File: src/rtl/radar_pulse_sequencer_pkg.sv
// Shared state encoding and default widths for the radar pulse sequencer slice.
package radar_seq_pkg;

    localparam int unsigned PHASE_W_DEF = 32;
    localparam int unsigned ADDR_W_DEF  = 11;
    localparam int unsigned CNT_W_DEF   = 16;
    localparam int unsigned NP_W_DEF    = 8;
    localparam int unsigned ROM_LAT_DEF = 1;

    typedef enum logic [1:0] {
        ST_IDLE,
        ST_TX,
        ST_GAP
    } seq_state_e;

endpackage

File: src/rtl/radar_pulse_sequencer_if.sv
// Configuration / control / front-end bus between the config registers and the sequencer.
interface radar_pulse_sequencer_if
    import radar_seq_pkg::*;
#(
    parameter int unsigned PHASE_W = PHASE_W_DEF,
    parameter int unsigned ADDR_W  = ADDR_W_DEF,
    parameter int unsigned CNT_W   = CNT_W_DEF,
    parameter int unsigned NP_W    = NP_W_DEF
);

    logic               start;
    logic               abort;
    logic [PHASE_W-1:0] cfg_fstart;
    logic [PHASE_W-1:0] cfg_kstep;
    logic [CNT_W-1:0]   cfg_pw;
    logic [CNT_W-1:0]   cfg_pri;
    logic [CNT_W-1:0]   cfg_rx_dly;
    logic [CNT_W-1:0]   cfg_rx_len;
    logic [NP_W-1:0]    cfg_npulse;

    logic [ADDR_W-1:0]  rom_addr;
    logic               tx_en;
    logic               rx_gate;
    logic               pulse_sync;
    logic               busy;
    logic               done;
    logic               cfg_err;

    modport master (
        output start, abort, cfg_fstart, cfg_kstep, cfg_pw, cfg_pri,
               cfg_rx_dly, cfg_rx_len, cfg_npulse,
        input  rom_addr, tx_en, rx_gate, pulse_sync, busy, done, cfg_err
    );

    modport slave (
        input  start, abort, cfg_fstart, cfg_kstep, cfg_pw, cfg_pri,
               cfg_rx_dly, cfg_rx_len, cfg_npulse,
        output rom_addr, tx_en, rx_gate, pulse_sync, busy, done, cfg_err
    );

endinterface

File: src/rtl/radar_pulse_sequencer_dds_chirp_acc.sv
// Chirped DDS accumulator: phase advances by finc, finc advances by kstep, both mod 2^PHASE_W.
module dds_chirp_acc
    import radar_seq_pkg::*;
#(
    parameter int unsigned PHASE_W = PHASE_W_DEF
) (
    input  logic               clk,
    input  logic               rst_n,
    input  logic               load,
    input  logic               step,
    input  logic [PHASE_W-1:0] fstart,
    input  logic [PHASE_W-1:0] kstep,
    output logic [PHASE_W-1:0] phase
);

    logic [PHASE_W-1:0] phase_q, phase_d;
    logic [PHASE_W-1:0] finc_q, finc_d;

    always_comb begin
        phase_d = phase_q;
        finc_d  = finc_q;
        if (load) begin
            phase_d = '0;
            finc_d  = fstart;
        end else if (step) begin
            phase_d = phase_q + finc_q;
            finc_d  = finc_q + kstep;
        end
    end

    always_ff @(posedge clk or negedge rst_n) begin
        if (!rst_n) begin
            phase_q <= '0;
            finc_q  <= '0;
        end else begin
            phase_q <= phase_d;
            finc_q  <= finc_d;
        end
    end

    assign phase = phase_q;

endmodule

File: src/rtl/radar_pulse_sequencer.sv
// Pulse-train sequencer: FSM, PRI/pulse counters, receive gate and tx_en alignment for
// one coherent burst; the chirp phase comes from dds_chirp_acc.
module radar_pulse_sequencer
    import radar_seq_pkg::*;
#(
    parameter int unsigned PHASE_W = PHASE_W_DEF,
    parameter int unsigned ADDR_W  = ADDR_W_DEF,
    parameter int unsigned CNT_W   = CNT_W_DEF,
    parameter int unsigned NP_W    = NP_W_DEF,
    parameter int unsigned ROM_LAT = ROM_LAT_DEF
) (
    input  logic clk,
    input  logic rst_n,
    radar_pulse_sequencer_if.slave bus
);

    localparam int unsigned TXD_W = ROM_LAT + 1;

    seq_state_e         state_q, state_d;
    logic [CNT_W-1:0]   p_q, p_d;
    logic [NP_W-1:0]    n_q, n_d;
    logic [PHASE_W-1:0] fstart_q, fstart_d, kstep_q, kstep_d;
    logic [CNT_W-1:0]   pw_q, pw_d, pri_q, pri_d, dly_q, dly_d, len_q, len_d;
    logic [NP_W-1:0]    np_q, np_d;
    logic               busy_q, busy_d, sync_q, sync_d, done_q, done_d;
    logic               err_q, err_d, rx_q, rx_d;
    logic [TXD_W-1:0]   txd_q, txd_d;
    logic               cfg_ok, acc_load, acc_step;
    logic [CNT_W:0]     req_end, gate_end;
    logic [PHASE_W-1:0] phase;

    always_comb begin
        req_end = {1'b0, bus.cfg_rx_dly} + {1'b0, bus.cfg_rx_len};
        cfg_ok  = (bus.cfg_pw != '0) && (bus.cfg_pri > bus.cfg_pw) &&
                  (bus.cfg_npulse != '0) && (req_end <= {1'b0, bus.cfg_pri});
    end

    always_comb begin
        state_d  = state_q;
        p_d      = p_q;
        n_d      = n_q;
        fstart_d = fstart_q;
        kstep_d  = kstep_q;
        pw_d     = pw_q;
        pri_d    = pri_q;
        dly_d    = dly_q;
        len_d    = len_q;
        np_d     = np_q;
        sync_d   = 1'b0;
        done_d   = 1'b0;
        err_d    = 1'b0;
        if (bus.abort) begin
            state_d = ST_IDLE;
            p_d     = '0;
            n_d     = '0;
        end else begin
            unique case (state_q)
                ST_IDLE: begin
                    if (bus.start) begin
                        if (cfg_ok) begin
                            fstart_d = bus.cfg_fstart;
                            kstep_d  = bus.cfg_kstep;
                            pw_d     = bus.cfg_pw;
                            pri_d    = bus.cfg_pri;
                            dly_d    = bus.cfg_rx_dly;
                            len_d    = bus.cfg_rx_len;
                            np_d     = bus.cfg_npulse;
                            state_d  = ST_TX;
                            p_d      = '0;
                            n_d      = '0;
                            sync_d   = 1'b1;
                        end else begin
                            err_d = 1'b1;
                        end
                    end
                end
                ST_TX: begin
                    p_d = p_q + CNT_W'(1);
                    if (p_q == pw_q - CNT_W'(1)) state_d = ST_GAP;
                end
                ST_GAP: begin
                    if (p_q == pri_q - CNT_W'(1)) begin
                        p_d = '0;
                        if (n_q == np_q - NP_W'(1)) begin
                            state_d = ST_IDLE;
                            n_d     = '0;
                            done_d  = 1'b1;
                        end else begin
                            state_d = ST_TX;
                            n_d     = n_q + NP_W'(1);
                            sync_d  = 1'b1;
                        end
                    end else begin
                        p_d = p_q + CNT_W'(1);
                    end
                end
                default: state_d = ST_IDLE;
            endcase
        end

        // Outputs are registered from next-state values so they line up with p_q.
        busy_d   = (state_d != ST_IDLE);
        gate_end = {1'b0, dly_d} + {1'b0, len_d};
        rx_d     = busy_d && (p_d >= dly_d) && ({1'b0, p_d} < gate_end);
        txd_d    = bus.abort ? '0 : TXD_W'({txd_q, state_d == ST_TX});

        // Accumulator holds phase 0 whenever not mid-pulse, so rom_addr needs no output mask.
        acc_step = (state_q == ST_TX) && (state_d == ST_TX);
        acc_load = !acc_step;
    end

    always_ff @(posedge clk or negedge rst_n) begin
        if (!rst_n) begin
            state_q  <= ST_IDLE;
            p_q      <= '0;
            n_q      <= '0;
            fstart_q <= '0;
            kstep_q  <= '0;
            pw_q     <= '0;
            pri_q    <= '0;
            dly_q    <= '0;
            len_q    <= '0;
            np_q     <= '0;
            busy_q   <= 1'b0;
            sync_q   <= 1'b0;
            done_q   <= 1'b0;
            err_q    <= 1'b0;
            rx_q     <= 1'b0;
            txd_q    <= '0;
        end else begin
            state_q  <= state_d;
            p_q      <= p_d;
            n_q      <= n_d;
            fstart_q <= fstart_d;
            kstep_q  <= kstep_d;
            pw_q     <= pw_d;
            pri_q    <= pri_d;
            dly_q    <= dly_d;
            len_q    <= len_d;
            np_q     <= np_d;
            busy_q   <= busy_d;
            sync_q   <= sync_d;
            done_q   <= done_d;
            err_q    <= err_d;
            rx_q     <= rx_d;
            txd_q    <= txd_d;
        end
    end

    dds_chirp_acc #(
        .PHASE_W(PHASE_W)
    ) u_acc (
        .clk   (clk),
        .rst_n (rst_n),
        .load  (acc_load),
        .step  (acc_step),
        .fstart(fstart_d),
        .kstep (kstep_q),
        .phase (phase)
    );

    if (PHASE_W > ADDR_W) begin : g_phase_lsb
        logic unused_phase_lsb;
        assign unused_phase_lsb = ^phase[PHASE_W-ADDR_W-1:0];
    end

    assign bus.rom_addr   = phase[PHASE_W-1 -: ADDR_W];
    assign bus.tx_en      = txd_q[TXD_W-1];
    assign bus.rx_gate    = rx_q;
    assign bus.pulse_sync = sync_q;
    assign bus.busy       = busy_q;
    assign bus.done       = done_q;
    assign bus.cfg_err    = err_q;

endmodule

File: src/flat_wrapper.sv
// flat-port wrapper written by rule: the top's interface ports become plain ports
module radar_pulse_sequencer_flat import radar_seq_pkg::*;
#(
    parameter int unsigned PHASE_W = PHASE_W_DEF,
    parameter int unsigned ADDR_W  = ADDR_W_DEF,
    parameter int unsigned CNT_W   = CNT_W_DEF,
    parameter int unsigned NP_W    = NP_W_DEF,
    parameter int unsigned ROM_LAT = ROM_LAT_DEF
)
  (clk, rst_n, bus_start, bus_abort, bus_cfg_fstart, bus_cfg_kstep, bus_cfg_pw, bus_cfg_pri, bus_cfg_rx_dly, bus_cfg_rx_len, bus_cfg_npulse, bus_rom_addr, bus_tx_en, bus_rx_gate, bus_pulse_sync, bus_busy, bus_done, bus_cfg_err);
  radar_pulse_sequencer_if #(.PHASE_W(PHASE_W), .ADDR_W(ADDR_W), .CNT_W(CNT_W), .NP_W(NP_W)) bus_i ();
  input  logic clk;
  input  logic rst_n;
  input wire logic [$bits(bus_i.start)-1:0] bus_start;
  input wire logic [$bits(bus_i.abort)-1:0] bus_abort;
  input wire logic [$bits(bus_i.cfg_fstart)-1:0] bus_cfg_fstart;
  input wire logic [$bits(bus_i.cfg_kstep)-1:0] bus_cfg_kstep;
  input wire logic [$bits(bus_i.cfg_pw)-1:0] bus_cfg_pw;
  input wire logic [$bits(bus_i.cfg_pri)-1:0] bus_cfg_pri;
  input wire logic [$bits(bus_i.cfg_rx_dly)-1:0] bus_cfg_rx_dly;
  input wire logic [$bits(bus_i.cfg_rx_len)-1:0] bus_cfg_rx_len;
  input wire logic [$bits(bus_i.cfg_npulse)-1:0] bus_cfg_npulse;
  output wire logic [$bits(bus_i.rom_addr)-1:0] bus_rom_addr;
  output wire logic [$bits(bus_i.tx_en)-1:0] bus_tx_en;
  output wire logic [$bits(bus_i.rx_gate)-1:0] bus_rx_gate;
  output wire logic [$bits(bus_i.pulse_sync)-1:0] bus_pulse_sync;
  output wire logic [$bits(bus_i.busy)-1:0] bus_busy;
  output wire logic [$bits(bus_i.done)-1:0] bus_done;
  output wire logic [$bits(bus_i.cfg_err)-1:0] bus_cfg_err;
  assign bus_i.start = bus_start;
  assign bus_i.abort = bus_abort;
  assign bus_i.cfg_fstart = bus_cfg_fstart;
  assign bus_i.cfg_kstep = bus_cfg_kstep;
  assign bus_i.cfg_pw = bus_cfg_pw;
  assign bus_i.cfg_pri = bus_cfg_pri;
  assign bus_i.cfg_rx_dly = bus_cfg_rx_dly;
  assign bus_i.cfg_rx_len = bus_cfg_rx_len;
  assign bus_i.cfg_npulse = bus_cfg_npulse;
  assign bus_rom_addr = bus_i.rom_addr;
  assign bus_tx_en = bus_i.tx_en;
  assign bus_rx_gate = bus_i.rx_gate;
  assign bus_pulse_sync = bus_i.pulse_sync;
  assign bus_busy = bus_i.busy;
  assign bus_done = bus_i.done;
  assign bus_cfg_err = bus_i.cfg_err;
  radar_pulse_sequencer #(.PHASE_W(PHASE_W), .ADDR_W(ADDR_W), .CNT_W(CNT_W), .NP_W(NP_W), .ROM_LAT(ROM_LAT)) u_core (.clk(clk), .rst_n(rst_n), .bus(bus_i));
endmodule
File: config.mk
export PLATFORM = sky130hd
export DESIGN_NAME = radar_pulse_sequencer_flat
export DESIGN_NICKNAME = d
export VERILOG_FILES = /design/src/rtl/radar_pulse_sequencer_pkg.sv /design/src/rtl/radar_pulse_sequencer_if.sv /design/src/rtl/radar_pulse_sequencer_dds_chirp_acc.sv /design/src/rtl/radar_pulse_sequencer.sv /design/src/flat_wrapper.sv
export SDC_FILE = /design/constraint.sdc
export NUM_CORES = 1
export LEC_CHECK = 0
export ABC_CLOCK_PERIOD_IN_PS = 6200
export CORE_ASPECT_RATIO = 1.2
export CORE_MARGIN = 2
export CORE_UTILIZATION = 59
export CTS_CLUSTER_DIAMETER = 50
export CTS_CLUSTER_SIZE = 40
export DETAILED_ROUTE_END_ITERATION = 16
export PLACE_DENSITY_LB_ADDON = 0.15
export SLEW_MARGIN = 0
export SYNTH_ARGS = -nofsm -noshare
export SYNTH_HDL_FRONTEND = slang
export SYNTH_HIERARCHICAL = 1
export SYNTH_SLANG_ARGS = --single-unit
File: constraint.sdc
create_clock -name clk -period 6.2 [get_ports clk]
set_clock_uncertainty 0.1 [all_clocks]
set_input_delay 1.86 -clock clk [delete_from_list [all_inputs] [get_ports clk]]
set_output_delay 1.86 -clock clk [all_outputs]
set_load 0.03 [all_outputs]
# After elaboration in Yosys (flattened, before gate mapping)
# Index checks and enable logic that the tools add are counted.
# Widths: inputs -> output; s select.
classes:
  n_addsub: 9
  multipliers: 0
  n_div: 0
  magnitude_cmp: 4
  eq_ne: 9
  shift: 0
  n_mux: 47
  n_bitwise: 1
  n_reduce_logical: 13
op_table:
  columns: ["operator", "n"]
  rows:
  - ["$mux 16", 12]
  - ["$mux 32", 6]
  - ["$add 32x32->32", 2]
  - ["$pmux 16 s3", 1]
  - ["$mux 8", 5]
  - ["$add 16x16->17", 2]
  - ["$eq 16x16->1", 2]
  - ["$sub 16x1->16 const B", 2]
  - ["$le 17x16->1", 1]
  - ["$lt 16x17->1", 1]
  - ["$add 16x1->16 const B", 1]
  - ["$ge 16x16->1", 1]
  - ["$gt 16x16->1", 1]
  - ["$pmux 8 s2", 1]
  - ["$reduce_bool 16->1", 1]
  - ["$mux 1", 14]
  - ["$mux 2", 6]
  - ["$add 8x1->8 const B", 1]
  - ["$eq 8x8->1", 1]
  - ["$reduce_and 4->1", 2]
  - ["$reduce_bool 8->1", 1]
  - ["$sub 8x1->8 const B", 1]
  - ["$logic_and 1x1->1", 6]
  - ["$ne 3x2->1 const B", 2]
  - ["other kinds (9)", 10]
totals:
  ff_bits: 233
  latchBits: 0
  ramBits: 0
  mem_bits_ro: 0
  in_bits: 140
  out_inout_bits: 17
  word_cells: 101
  n_memories: 0

# Logic depth before layout (Yosys ltp)
# Gate-level depths: netlist of run 1.
logic_depth:
  word_depth: 11
  mapped_depth: 40
  ltp_nobuf: 38

# Hierarchy
# The synthesis of run 1 kept the hierarchy.
modules_own_cells:
  columns: ["module", "n_inst", "cells_per_inst", "area_each_um2", "seq_area_each_um2"]
  rows:
  - ["radar_pulse_sequencer", 1, 1136, 11149.4, 4229.1]
  - ["dds_chirp_acc", 1, 690, 5840.6, 1601.5]

# Least setup slack after synthesis of run 1
# No wires, ideal clock.
synth_path:
  path_kind: "input-to-reg"
  start: "input port bus_cfg_rx_dly[1]"
  end: "register u_core.rx_q, in the netlist u_core/bus.rx_gate"
  setup_ns: 0.128
  t_arrival_ns: 9.134
  t_required_ns: 5.972
  setup_slack_ns: -3.162
  path_stages: 38
  path_buffers: 2
  cell_sequence: "ha_1 -> a21o_1 -> a21oi_1 -> nor2b_1 -> o21a_1 -> o211a_1 -> o31a_1 -> o41ai_1 -> xnor2_1 -> ha_1 -> nand2_1 -> nor2_1 -> nand4_1 -> a211oi_1 -> o211ai_1 -> nor3_4 -> nand2_1 -> buf_2 -> [... 2 more ...] -> ha_1 -> a21o_1 -> a21oi_1 -> o21a_1 -> nor3_1 -> a41o_1 -> o41ai_1 -> o2111ai_1 -> a21oi_1 -> xor2_1 -> ha_1 -> nand3_1 -> nor2_1 -> o2111ai_1 -> o311a_1 -> or3_1 -> a21oi_1 -> nor3_1"
synth_via:
  elab_chain_cells: 10
  elab_cells_between_ends: 25
  cone_classes: "2 x add/sub; 3 x order compare; 16 x mux; 4 x reduce/logical"
synth_lines:
  columns: ["item", "line", "source"]
  rows:
  - ["start: declaration", "flat_wrapper.sv:20", "input wire logic [$bits(bus_i.cfg_rx_dly)-1:0] bus_cfg_rx_dly;"]
  - ["$add 16x16->17 (*)", "radar_pulse_sequencer.sv:33", "req_end = {1'b0, bus.cfg_rx_dly} + {1'b0, bus.cfg_rx_len};"]
  - ["$le 17x16->1 (*)", "radar_pulse_sequencer.sv:35", "(bus.cfg_npulse != '0) && (req_end <= {1'b0, bus.cfg_pri});"]
  - ["$logic_and 1x1->1 (*)", "radar_pulse_sequencer.sv:35", null]
  - ["$mux 16 (*)", "radar_pulse_sequencer.sv:60", "if (cfg_ok) begin"]
  - ["$mux 16 (*)", "radar_pulse_sequencer.sv:59", "if (bus.start) begin"]
  - ["$mux 16 (*)", "radar_pulse_sequencer.sv:57", "unique case (state_q)"]
  - ["$mux 16 (*)", "radar_pulse_sequencer.sv:52", "if (bus.abort) begin"]
  - ["named net u_core.dly_d[0]", "radar_pulse_sequencer.sv:23", "logic [CNT_W-1:0] pw_q, pw_d, pri_q, pri_d, dly_q, dly_d, len_q, len_d;"]
  - ["$add 16x16->17 / $ge 16x16->1 (equally long branches)", "radar_pulse_sequencer.sv:103, radar_pulse_sequencer.sv:104", null]
  - ["$lt 16x17->1 / $logic_and 1x1->1 (equally long branches)", "radar_pulse_sequencer.sv:104", "rx_d = busy_d && (p_d >= dly_d) && ({1'b0, p_d} < gate_end);"]
  - ["$logic_and 1x1->1 (*)", "radar_pulse_sequencer.sv:104", null]
  - ["named net u_core.rx_d", "radar_pulse_sequencer.sv:26", "logic err_q, err_d, rx_q, rx_d;"]
  - ["end signal: assignment", "radar_pulse_sequencer.sv:145", "rx_q <= rx_d;"]
  - ["end: declaration", "radar_pulse_sequencer.sv:26", null]
# The timed path passes the listed nets; every way through them passes the cells marked *.
# A chain may end at the register's enable or synchronous reset.

# Final worst setup path of run 1
layout_path:
  start: "input port bus_cfg_rx_dly[1]"
  end: "register u_core.rx_q, in the netlist u_core/bus.rx_gate"
layout_via:
  elab_chain_cells: 10
  elab_cells_between_ends: 25
  cone_classes: "2 x add/sub; 3 x order compare; 16 x mux; 4 x reduce/logical"
layout_lines:
  columns: ["item", "line", "source"]
  rows:
  - ["$add 16x16->17", "radar_pulse_sequencer.sv:33", null]
  - ["$le 17x16->1", "radar_pulse_sequencer.sv:35", null]
  - ["$logic_and 1x1->1", "radar_pulse_sequencer.sv:35", null]
  - ["$mux 16", "radar_pulse_sequencer.sv:60", null]
  - ["$mux 16", "radar_pulse_sequencer.sv:59", null]
  - ["$mux 16", "radar_pulse_sequencer.sv:57", null]
  - ["$mux 16", "radar_pulse_sequencer.sv:52", null]
  - ["named net u_core.len_d[2]", "radar_pulse_sequencer.sv:23", null]
  - ["$add 16x16->17", "radar_pulse_sequencer.sv:103", "gate_end = {1'b0, dly_d} + {1'b0, len_d};"]
  - ["$lt 16x17->1", "radar_pulse_sequencer.sv:104", null]
  - ["$logic_and 1x1->1", "radar_pulse_sequencer.sv:104", null]
  - ["named net u_core.rx_d", "radar_pulse_sequencer.sv:26", null]
# The timed path passes the listed nets, and every way through them passes these cells.

==> metrics.csv, run 1 <==
metric,value,unit
first-pass GRT wire length,77900,um
slowest CP cell,o41ai_4,
DR vias/cell,6.03,
GP Congestion,0.930,
endpoints failing hold,0,
syn_area_per_cell,9.30,um2
Synth Instances,1826,
# setup viols final,26,
Rel. slew slack,41.2,%
worst reg2reg setup slack,0.56,ns
IO Pins,157,
Synth Flop Type,dfrtp_1,
CORE AREA,28600,um2
Synth Net Count,2132,
Yosys cell types,92,
Worst-path clk slew,0.06,ns
async set-reset flop share out of synthesis,100,%
"most common cell after layout, fill and taps aside",dfrtp_1,
Leak,10.1,nW
PortBufs,156,
Max Cap Viol,0,
RSZ-0062 raised after global routing,true,
HP Start,u_core/txd_q[0]$_DFF_PN0_,
post-synthesis sequential area ratio,34.3,%
Layout Nets,2445,
layout cells sized above 1,20.4,%
Root Buffer,clkbuf_16,
CTS Buffer Depth,3,
row count,68,
failing checks,negative setup slack,
synthesis-stage register bit count,233,
Worst Setup Start Kind,input port,
Die ar.,30200,um2
initial DRC count,923,
Synth Warn #,6,
total track usage,31.7,%
reg2reg path depth,20,
Slew Limit Fails,0,
area delta synth->final,27.5,%
CP Max Fanout,7,
TritonRoute pass-1 iters,6,
critical setup path kind,in -> reg,
final hold slack,0.381,ns
Pwr Density,441,nW/um2
Detailed Place HPWL,35500,um
status,"complete, but fails checks",
RR Startpoint,u_core/pri_q[0]$_DFFE_PN0P_,
initial antenna violation count,0,
routed len/inst,18.9,um
number of flops mapped to enable cells by yosys,0,
largest net degree at the start of global routing,129,
Max Fclk,116,MHz
vias in the first global route,15454,
min-delay worst type,reg -> reg,
Worst-Margin Slew,0.881,ns
clk sink count,233,
Die Span Y,190,um
Num CTS Buffers,29,
"Req. time, crit path",6.53,ns
most frequent cells in the layout,"dfrtp_1, buf_4, ha_1",
DRC viols,0,
crit end category,flip-flop,
Initial Util,59.4,%
final worst slack,-2.45,ns
Total Wirelength,48200,um
Min-Delay Path Depth,1,
Worst Setup SP,bus_cfg_rx_dly[1],
TritonCTS clock tree,done,
Yosys top cell area share,34.3,%
Via Count,15343,
cell taking the most area after synthesis,dfrtp_1,
"Cell Area, Synth",17000,um2
CTS Hold Bufs,0,
aggregate global routing overflow,0,
crit path time final,8.65,ns
Skew-Pair Late Insertion Delay,0.56,ns
top cells by area in the synthesized netlist,"dfrtp_1, ha_1, mux2_2, o21ai_0, xnor2_1",
WP data arrival,8.98,ns
Die X,159,um
critical path's largest stage delay,0.36,ns
Final Cycle Share,140,%
htree depth,1,
peak supply drop,0.386,mV
Routed Antenna Nets,0,
Antenna diodes,0,
Place WS,-3.56,ns
cell type report:
type	instances	area, um2
clock buffer	31	753
fill	2070	6920
multi-input combinational	1431	10900
clock inverter	22	273
tap	385	482
timing repair buffer	349	3080
inverter	95	357
sequential	233	5830
state kept, by name, indices dropped and copies added (netlist names), 2 cells and up:
register,flops
u_core/u_acc/finc_q,32
u_core/np_q,8
u_core/kstep_q,32
u_core/txd_q,2
u_core/len_q,16
u_core/fstart_q,32
u_core/pri_q,16
u_core/n_q,8
u_core/state_q,2
u_core/pw_q,16
u_core/dly_q,16
u_core/u_acc/phase,32
u_core/p_q,16
Yosys cell counts (all sizes together), types with 18 or more instances:
cell type	count
a211oi	25
a21o	38
a21oi	118
and3	23
buf	19
clkbuf	48
dfrtp	233
ha	162
inv	94
mux2	98
mux2i	52
nand2	139
nand2b	23
nand3	34
nand4	31
nor2	112
nor2b	21
nor3	46
nor4	26
o211ai	18
o21a	18
o21ai	145
xnor2	78
xor2	45
worst paths after layout:
kind | endpoint
min in group asynchronous | u_core/pw_q[7]$_DFFE_PN0P_
worst min register to register | u_core/txd_q[1]$_DFF_PN0_
worst max register to register | u_core/bus.rx_gate$_DFF_PN0_
worst min-delay path | u_core/txd_q[1]$_DFF_PN0_
max in group asynchronous | u_core/u_acc/finc_q[19]$_DFFE_PN0P_
worst max-delay path | u_core/bus.rx_gate$_DFF_PN0_
metal layers:
metal,vias to the layer above,global-route usage [%],wire (um)
met3,179,3.82,2420
met4,0,16.7,2910
met5,-,0,0
met1,7338,36.9,18700
met2,504,57.6,24100
li1,7322,-,-
stage by stage:
step	util, %	instance area [um2]	power [mW]	TNS [ns]	std cells
final	75.8	21700	9.56	-5.31	2546
after global routing	75.8	21700	10.3	-15.26	2546
after CTS	75.3	21500	9.41	-6.31	2542
after detailed placement	70.6	20200	7.42	-153.54	2476
after global placement	70.6	20200	7.23	-127.38	2476
after floorplan	-	17000	5.93	-2.64	1826
power breakdown:
| group | switching (mW) | total [mW] | internal (mW) |
|---|---|---|---|
| combinational | 2.71 | 5.26 | 2.55 |
| sequential | 0.464 | 2.52 | 2.06 |
| clock | 0.798 | 1.78 | 0.979 |
| total | 3.98 | 9.56 | 5.59 |
timing repair:
item | in CTS | in global routing
endpoints found under the hold margin | 0 | 0
setup buffers | 11 | 5
endpoints found under the setup margin | 152 | 140
pin swaps | 55 | 36
gates resized for setup | 89 | 36
gates cloned | 2 | 1
logic make-up (layout without fill, tap and decap cells):
logic type / count (synthesis) / in the layout / synth area share (%)
and+or+nand+nor: 523 / 523 / 15.9
AOI/OAI and AO/OA: 469 / 469 / 17.7
DFF: 233 / 233 / 34.3
adders and majority gates: 166 / 166 / 12.4
buffers and inverters: 162 / 497 / 3.75
muxes: 150 / 150 / 9.56
xor gates and xnor gates: 123 / 123 / 6.34
critical path: cells and delay by family:
family,cells,cell delay [ns]
xor gates and xnor gates,1,0.17
buffers and inverters,2,0.27
AOI/OAI and AO/OA,16,3.33
adders and majority gates,4,1.13
and+or+nand+nor,11,1.69
muxes,2,0.54
No activity file was read; power rests on OpenSTA's default activity.
==> run 2, diff against run 1 <==
- ABC_AREA: default -> 1
- CORE_UTILIZATION: 59 -> 60
==> run 2 against run 1 <==
Net effect: the run still ends with negative setup slack left; worst hold slack got worse by 0.014 ns; clock-buffer cell count rose by 1; combinational power rose by 14%; non-clock buffer count rose by 58; highest routed layer unchanged; largest cell class unchanged; critical endpoint unchanged; sequential power rose by 2%; register-to-register slack improved by 1.3 ns; global-route usage rose by 6.8 points.
==> metrics.csv, run 2 <==
metric,value,unit,change
status,"complete, but fails checks",,unchanged
failing checks,negative setup slack,,unchanged
Root Buffer,clkbuf_16,,unchanged
"count leader, synth",nand2_1,,was dfrtp_1
"Req. time, crit path",6.57,ns,was 6.53 ns
aggregate global routing overflow,0,,unchanged
critical setup path kind,in -> reg,,unchanged
placed cell count,3324,,"was 2,476"
DRC viols,0,,unchanged
critical path's largest stage delay,0.51,ns,was 0.36 ns
Antenna diodes,0,,unchanged
TritonCTS clock tree,done,,unchanged
crit path time final,7.37,ns,was 8.65 ns
async set-reset flop share out of synthesis,100,%,unchanged
P_int,5.53,mW,was 5.59 mW
IO Pins,157,,unchanged
sequential fraction of design power,25.1,%,was 26.4%
syn_area_per_cell,7.17,um2,was 9.30 um2
Max Fclk,136,MHz,was 116 MHz
Slew Limit Fails,0,,unchanged
Synth Warn #,6,,unchanged
Num CTS Buffers,27,,was 29
Die X,164,um,was 159 um
Max Cap Viol,0,,unchanged
Critical Path Most Common Cell,nand2_2,,
Rel. slew slack,41.3,%,was 41.2%
Worst-Margin Slew,0.881,ns,about the same
reg2reg path depth,25,,was 20
row count,70,,was 68
Initial Util,60.8,%,was 59.4%
min-delay worst type,reg -> reg,,unchanged
fin cells,3386,,"was 2,546"
"Cell Area, Synth",18500,um2,"was 17,000 um2"
initial DRC count,1500,,was 923
Die ar.,32300,um2,"was 30,200 um2"
worst reg2reg setup slack,1.88,ns,was 0.56 ns
Pwr Density,435,nW/um2,was 441 nW/um2
TritonRoute pass-1 iters,7,,was 6
peak supply drop,0.359,mV,was 0.386 mV
Gate power share,58.3,%,was 55.0%
Tot Pwr,10.3,mW,was 9.56 mW
most frequent cells after synthesis,"nand2_1, inv_1, dfrtp_1",,"was dfrtp_1, ha_1, o21ai_0"
CP Max Fanout,7,,unchanged
fillers,2247,,"was 2,070"
Post-Place Cell Area,22200,um2,"was 20,200 um2"
cell taking the most area after synthesis,dfrtp_1,,unchanged
RSZ-0062 raised after global routing,true,,unchanged
number of flops mapped to enable cells by yosys,0,,unchanged
layout cells sized above 1,17.4,%,was 20.4%
Synth Instances,2586,,"was 1,826"
initial antenna violation count,0,,unchanged
synthesis-stage register bit count,233,,unchanged
clk sink count,233,,unchanged
Worst-path clk slew,0.07,ns,was 0.06 ns
setup tns final,-1.17,ns,was -5.31 ns
"most common cell after layout, fill and taps aside",nand2_1,,was dfrtp_1
top cells by area in the synthesized netlist,"dfrtp_1, nand2_1, ha_1, inv_1, mux2_2",,"was dfrtp_1, ha_1, mux2_2, o21ai_0, xnor2_1"
routed len/inst,18.4,um,was 18.9 um
crit path capture,u_core/bus.rx_gate$_DFF_PN0_,,unchanged
Final Instance Area,23600,um2,"was 21,700 um2"
Detailed Place HPWL,47200,um,"was 35,500 um"
post-synthesis sequential area ratio,31.5,%,was 34.3%
total track usage,38.5,%,was 31.7%
Switch Pwr,4.74,mW,was 3.98 mW
Via Count,19081,,was 15.3k
htree depth,1,,unchanged
switching part of the total power,46.1,%,was 41.6%
largest net degree at the start of global routing,109,,was 129
Clk network pwr share,16.6,%,was 18.6%
Synth Net Count,2892,,"was 2,132"
vias in the first global route,19399,,was 15.5k
Leak,12.5,nW,was 10.1 nW
RR Startpoint,u_core/state_q[1]$_DFF_PN0_,,was u_core/pri_q[0]$_DFFE_PN0P_
WP data arrival,7.74,ns,was 8.98 ns
Worst Setup SP,bus_cfg_rx_len[9],,was bus_cfg_rx_dly[1]
Final Cycle Share,119,%,was 140%
crit end category,flip-flop,,unchanged
first-pass GRT wire length,97200,um,"was 77,900 um"
Layout Nets,3276,,"was 2,445"
Worst R2R End,u_core/bus.rx_gate$_DFF_PN0_,,unchanged
Routed Antenna Nets,0,,unchanged
DR vias/cell,5.64,,was 6.03
CTS Buffer Depth,3,,unchanged
Die Span Y,197,um,was 190 um
GP Congestion,1.01,,was 0.930
endpoints failing hold,0,,unchanged
slowest CP cell,clkdlybuf4s50_1,,was o41ai_4
Yosys top cell area share,31.5,%,was 34.3%
Worst Setup Start Kind,input port,,unchanged
Skew-Pair Late Insertion Delay,0.58,ns,was 0.56 ns
most frequent cells in the layout,"nand2_1, inv_1, buf_4",,"was dfrtp_1, buf_4, ha_1"
Total Wirelength,62400,um,"was 48,200 um"
Synth Flop Type,dfrtp_1,,unchanged
Yosys cell types,48,,was 92
final worst slack,-1.17,ns,was -2.45 ns
# setup viols final,1,,was 26
CORE AREA,30500,um2,"was 28,600 um2"
area delta synth->final,27.2,%,was 27.5%
PortBufs,156,,unchanged
## run 2: cells by family (layout without fill, tap and decap cells)
logic type,Yosys count,count (layout),share of synthesized area [%]
flops,233,233,31.5
simple gates,1226,1227,27.7
fa+ha+maj,166,166,11.4
mux,82,82,5.02
buf+inv,421,824,9.13
compound gates,351,351,10.3
xor+xnor,107,107,5.06
## run 2: power groups by stage
stage	logic, mW	registers, mW	clock network [mW]
4_1_cts	5.71	2.56	1.72
3_3_place_gp	5.36	2.56	0
5_1_grt	6.65	2.61	1.78
3_5_place_dp	5.56	2.58	0
6_report	5.98	2.58	1.70
2_1_floorplan	3.89	2.33	0
## run 2: layout make-up
| class | instances | area (um2) | share of cell area (%) |
|---|---|---|---|
| multi-input cells | 1933 | 11400 | 48.2 |
| well taps | 396 | 495 | 2.10 |
| flip-flops and latches | 233 | 5830 | 24.7 |
| repair buffers | 407 | 3560 | 15.1 |
| clock buffers | 32 | 724 | 3.07 |
| clock inverters | 17 | 223 | 0.944 |
| inverters | 368 | 1390 | 5.88 |
## run 2: through the flow
step	utilization, %	setup slack, ns	hold WS (ns)
finish	77.4	-1.17	0.367
global route	77.4	-1.44	0.410
CTS	76.9	-0.780	0.378
detailed placement	72.9	-1.88	0.370
global placement	72.9	-1.71	0.348
floorplan	-	-1.07	0.334
## run 2: metal layers
metal | vias to the layer above | global-route usage (%) | wire, um
met3 | 358 | 5.41 | 3500
met1 | 8784 | 39.5 | 21800
met2 | 848 | 68.8 | 30800
met5 | - | 0 | 0
li1 | 9091 | - | -
met4 | 0 | 31.7 | 6340
## run 2: worst min-delay path by stage
| stage | cells after the start | slack [ns] | start | endpoint |
|---|---|---|---|---|
| floorplan | 2 | 0.33 | u_core/txd_q[0]$_DFF_PN0_ | u_core/txd_q[1]$_DFF_PN0_ |
| global placement | 2 | 0.35 | u_core/txd_q[0]$_DFF_PN0_ | u_core/txd_q[1]$_DFF_PN0_ |
| detailed placement | 2 | 0.37 | u_core/txd_q[0]$_DFF_PN0_ | u_core/txd_q[1]$_DFF_PN0_ |
| CTS | 2 | 0.38 | u_core/txd_q[0]$_DFF_PN0_ | u_core/txd_q[1]$_DFF_PN0_ |
| global route | 2 | 0.41 | u_core/txd_q[0]$_DFF_PN0_ | u_core/txd_q[1]$_DFF_PN0_ |
| finish | 2 | 0.37 | u_core/txd_q[0]$_DFF_PN0_ | u_core/txd_q[1]$_DFF_PN0_ |
## run 2: timing repair
item / in CTS / in global routing
pin swaps: 44 / 28
hold buffers: 0 / 0
setup endpoints to repair: 56 / 16
gates cloned: 1 / 0
buffers inserted: 8 / 4
gates resized for setup: 90 / 27
## run 2: critical path, delay by kind of cell
kind            cells  cell delay (ns)
xor+xnor            2             0.28
mux                 1             0.24
buf+inv             4             0.81
fa+ha+maj           5             1.57
simple gates       18             1.89
compound gates      6             1.05
==> run 3, diff against run 2 <==
- GPL_ROUTABILITY_DRIVEN: default -> 0
- PLACE_DENSITY: default -> 0.79
- PLACE_DENSITY_LB_ADDON: 0.15 -> default
==> run 3 against run 2 <==
Net effect: the flow still finishes with violations (negative setup slack); via count shrank 0.91%; first-iteration DRC count shrank 10%; highest routed layer unchanged; clock-buffer cell count shrank 3; clock power is essentially flat; global-route usage shrank 2.4 points; largest cell class unchanged.
==> metrics.csv, run 3 (synthesized netlist as in run 2, its figures left out) <==
metric,value,unit,change
Gate power share,58.4,%,was 58.3%
switching part of the total power,46.0,%,was 46.1%
CTS Buffer Depth,3,,unchanged
Leak,12.4,nW,was 12.5 nW
Root Buffer,clkbuf_16,,unchanged
Switch Pwr,4.71,mW,was 4.74 mW
area delta synth->final,26.5,%,was 27.2%
Slew Limit Fails,0,,unchanged
Worst Setup Start Kind,input port,,unchanged
PortBufs,156,,unchanged
Min-Delay Path Depth,2,,unchanged
final hold slack,0.388,ns,was 0.367 ns
critical path's largest stage delay,0.53,ns,was 0.51 ns
status,"complete, but fails checks",,unchanged
worst reg2reg setup slack,2.07,ns,was 1.88 ns
Pwr Density,437,nW/um2,was 435 nW/um2
routed len/inst,17.5,um,was 18.4 um
Worst-path clk slew,0.07,ns,about the same
Critical Path Most Common Cell,nand2_1,,was nand2_2
Post-Place Cell Area,22100,um2,"was 22,200 um2"
Die ar.,32300,um2,unchanged
Via Count,18907,,was 19.1k
Rel. slew slack,41.2,%,was 41.3%
TritonRoute pass-1 iters,8,,was 7
Die X,164,um,unchanged
layout cells sized above 1,17.2,%,was 17.4%
DRC viols,0,,unchanged
initial DRC count,1350,,"was 1,500"
P_int,5.53,mW,about the same
Skew-Pair Late Insertion Delay,0.55,ns,was 0.58 ns
"most common cell after layout, fill and taps aside",nand2_1,,unchanged
largest net degree at the start of global routing,127,,was 109
setup tns final,-1.00,ns,was -1.17 ns
reg2reg path depth,26,,was 25
Final Cycle Share,116,%,was 119%
Max Fclk,139,MHz,was 136 MHz
Die Span Y,197,um,unchanged
first-pass GRT wire length,92900,um,"was 97,200 um"
initial antenna violation count,0,,unchanged
Max Cap Viol,0,,unchanged
sequential fraction of design power,25.0,%,was 25.1%
final worst slack,-1.00,ns,was -1.17 ns
Num CTS Buffers,26,,was 27
Routed Antenna Nets,0,,unchanged
Antenna diodes,0,,unchanged
CTS Hold Bufs,0,,unchanged
crit path time final,7.20,ns,was 7.37 ns
Detailed Place HPWL,44600,um,"was 47,200 um"
RSZ-0062 raised after global routing,true,,unchanged
Clk network pwr share,16.6,%,about the same
Worst-Margin Slew,0.882,ns,was 0.881 ns
aggregate global routing overflow,0,,unchanged
Initial Util,60.8,%,unchanged
vias in the first global route,19156,,was 19.4k
min-delay worst type,reg -> reg,,unchanged
clk sink count,233,,unchanged
crit end category,flip-flop,,unchanged
IO Pins,157,,unchanged
row count,70,,unchanged
DR vias/cell,5.62,,was 5.64
Total Wirelength,58700,um,"was 62,400 um"
Final Instance Area,23400,um2,"was 23,600 um2"
Layout Nets,3255,,"was 3,276"
endpoints failing hold,0,,unchanged
slowest CP cell,clkdlybuf4s50_1,,unchanged
peak supply drop,0.391,mV,was 0.359 mV
"Req. time, crit path",6.54,ns,was 6.57 ns
htree depth,1,,unchanged
TritonCTS clock tree,done,,unchanged
CP Max Fanout,7,,unchanged
# setup viols final,1,,unchanged
critical setup path kind,in -> reg,,unchanged
Place WS,-1.90,ns,was -1.88 ns
failing checks,negative setup slack,,unchanged
most frequent cells in the layout,"nand2_1, inv_1, dfrtp_1",,"was nand2_1, inv_1, buf_4"
CORE AREA,30500,um2,unchanged
WP data arrival,7.54,ns,was 7.74 ns
total track usage,36.1,%,was 38.5%
## run 3: through the flow
| stage | power, mW | utilization [%] | instances |
|---|---|---|---|
| floorplan | 6.22 | - | 2586 |
| global placement | 7.82 | 72.5 | 3304 |
| detailed placement | 8.07 | 72.5 | 3304 |
| CTS | 9.96 | 76.3 | 3357 |
| global route | 11.0 | 76.9 | 3364 |
| finish | 10.2 | 76.9 | 3364 |
## run 3: final timing paths
| check | from | endpoint |
|---|---|---|
| max in group asynchronous | rst_n | u_core/kstep_q[31]$_DFFE_PN0P_ |
| max reg2reg | u_core/pri_q[0]$_DFFE_PN0P_ | u_core/bus.rx_gate$_DFF_PN0_ |
| min in group asynchronous | rst_n | u_core/pw_q[1]$_DFFE_PN0P_ |
| min | u_core/txd_q[0]$_DFF_PN0_ | u_core/txd_q[1]$_DFF_PN0_ |
| max | bus_cfg_rx_dly[10] | u_core/bus.rx_gate$_DFF_PN0_ |
| min reg2reg | u_core/txd_q[0]$_DFF_PN0_ | u_core/txd_q[1]$_DFF_PN0_ |
## run 3: repair_timing
item | CTS | global route
setup buffers | 6 | 7
resized for setup | 67 | 44
pin swaps | 35 | 40
setup endpoints to repair | 12 | 25
## run 3: layout make-up
cell class                 instances  area, um2
multi-input combinational       1932      11400
fill                            2195       7030
sequential                       233       5830
timing repair buffer             388       3380
inverter                         368       1390
clock buffer                      29        693
tap                              396        495
clock inverter                    18        260
## run 3: worst max-delay path: cells and delay by family
| kind | cells | cell delay, ns |
|---|---|---|
| muxes | 1 | 0.32 |
| xor gates and xnor gates | 2 | 0.28 |
| buffers and inverters | 4 | 0.91 |
| and+or+nand+nor | 19 | 1.93 |
| AOI/OAI and AO/OA | 7 | 0.94 |
| adders and majority gates | 4 | 1.30 |
## run 3: power by group through the flow
stage | sequential (mW) | combinational (mW) | clock (mW)
final | 2.56 | 5.98 | 1.70
after detailed placement | 2.55 | 5.52 | 0
after CTS | 2.53 | 5.70 | 1.73
after floorplan | 2.33 | 3.89 | 0
after global placement | 2.53 | 5.29 | 0
after global routing | 2.59 | 6.63 | 1.79
## run 3: metal layers
| layer | vias up | track usage [%] | routed length [um] |
|---|---|---|---|
| met1 | 8758 | 38.3 | 21000 |
| li1 | 9038 | - | - |
| met3 | 316 | 4.86 | 3340 |
| met2 | 795 | 64.3 | 29000 |
| met4 | 0 | 28.0 | 5460 |
| met5 | - | 0 | 0 |
==> variant: new RTL, flow settings as in run 2 <==
The package constant `NP_W_DEF` goes from 8 to 6.
--- a/src/rtl/radar_pulse_sequencer_pkg.sv
+++ b/src/rtl/radar_pulse_sequencer_pkg.sv
@@ -6,3 +6,3 @@
     localparam int unsigned CNT_W_DEF   = 16;
-    localparam int unsigned NP_W_DEF    = 8;
+    localparam int unsigned NP_W_DEF    = 6;
     localparam int unsigned ROM_LAT_DEF = 1;
Ports: changed (resized bus_cfg_npulse); port bits go from 157 to 155. The function was not compared with the original's and may differ.
==> variant against run 2 <==
The run still ends with negative setup slack left; combinational power rose by 3%; sequential share of layout area grew 0.13 points; sequential cell count fell by 4; wire length fell by 7.9%; power up 0.15%; worst setup slack better by 170 ps; clock power shrank 3%; design area shrank 2.2%; fmax is 2.4% higher; area after synthesis decreased by 0.51%; critical endpoint unchanged; highest routed layer unchanged.
==> variant: results (changes against run 2) <==
outcome finished, violations left (unchanged); failing checks negative setup slack (unchanged); Crit Reg-Reg Startpoint u_core/state_q[0]$_DFF_PN0_ (was u_core/state_q[1]$_DFF_PN0_); setup ws final -996 ps (was -1170 ps); Reg area 0.00573 sq mm (was 0.00583 sq mm); Tot GR Track Use 35.1% (was 38.5%); worst-case vdd ir drop 0.000353 V (was 0.000359 V); PostCTS Resize Cnt 86 (was 90); WL final 57500 microns (was 62400 microns); RD Place Congestion 0.968 (was 1.01); Comb. pwr 6.13 mW (was 5.98 mW); first-pass GRT wire length 89200 microns (was 97200 microns); Placed Area 0.0217 sq mm (was 0.0222 sq mm); clock sinks 229 (was 233); P_int 5.49 mW (was 5.53 mW); Arr. time, crit path 7600 ps (was 7740 ps); Slew @ Worst Pin 785 ps (was 881 ps); post-route cell area 0.0231 sq mm (was 0.0236 sq mm); sequential area share after synthesis 31.1% (was 31.5%); critical path's largest stage delay 420 ps (was 510 ps); number of global-route vias before repair 18400 (was 19400); syn_nets 2911 (was 2892); FF-to-FF setup slack 1640 ps (was 1880 ps); Clk power 1.65 mW (was 1.70 mW); invs w/o clock 388 (was 368); Fin Setup TNS -996 ps (was -1170 ps); Core Util, Final 75.8% (was 77.4%); layout cells sized above 1 14.8% (was 17.4%); multi-input gate share of the layout cell area 49.4% (was 48.2%); clock network area share 4.09% (was 4.02%); placed cells 3288 (was 3324); Area contributors post-synth dfrtp_1 (31%), nand2_1 (16%), ha_1 (11%) (unchanged); final net count 3236 (was 3276); most frequent cells after synthesis nand2_1 (797), inv_1 (382), dfrtp_1 (229) (was nand2_1 (784), inv_1 (361), dfrtp_1 (233)); Max FO, Critical Path 5 (was 7); Final setup viols 1 (unchanged); FF-to-FF path depth 26 (was 25); clock buffer count 29 (was 32); # fillers 2361 (was 2247); leakage power 12.3 nW (was 12.5 nW); number of port buffers 154 (was 156); routed length per instance 17.2 microns (was 18.4 microns); grt met1 use 36.7% (was 39.5%); count of multi-input gates 1938 (was 1933)
[variant: changes by cell type after synthesis, sizes merged, moves of 5 or more]
| cell | delta |
|---|---|
| nand2 | +10 |
| buf | -7 |
| inv | +19 |
| o21bai | -5 |
| xor2 | -7 |
| xnor2 | +9 |
| clkbuf | +9 |
| nand3 | +13 |
| nor4 | -6 |
[variant: cell families (layout without fill, tap and decap cells)]
kind of cell / Yosys count / after routing / share of synthesized area [%]
compound gates: 341 / 341 / 9.73
xor+xnor: 109 / 109 / 5.18
fa+ha+maj: 166 / 166 / 11.4
buf+inv: 443 / 786 / 9.40
flops: 229 / 229 / 31.1
mux: 80 / 80 / 5.33
simple gates: 1239 / 1242 / 27.9
[variant: per-layer routing]
layer | vias up | share of wire, %
met3 | 230 | 5.1
met2 | 671 | 52
met4 | 0 | 7.2
met1 | 8616 | 36
li1 | 9014 | -
met5 | - | 0
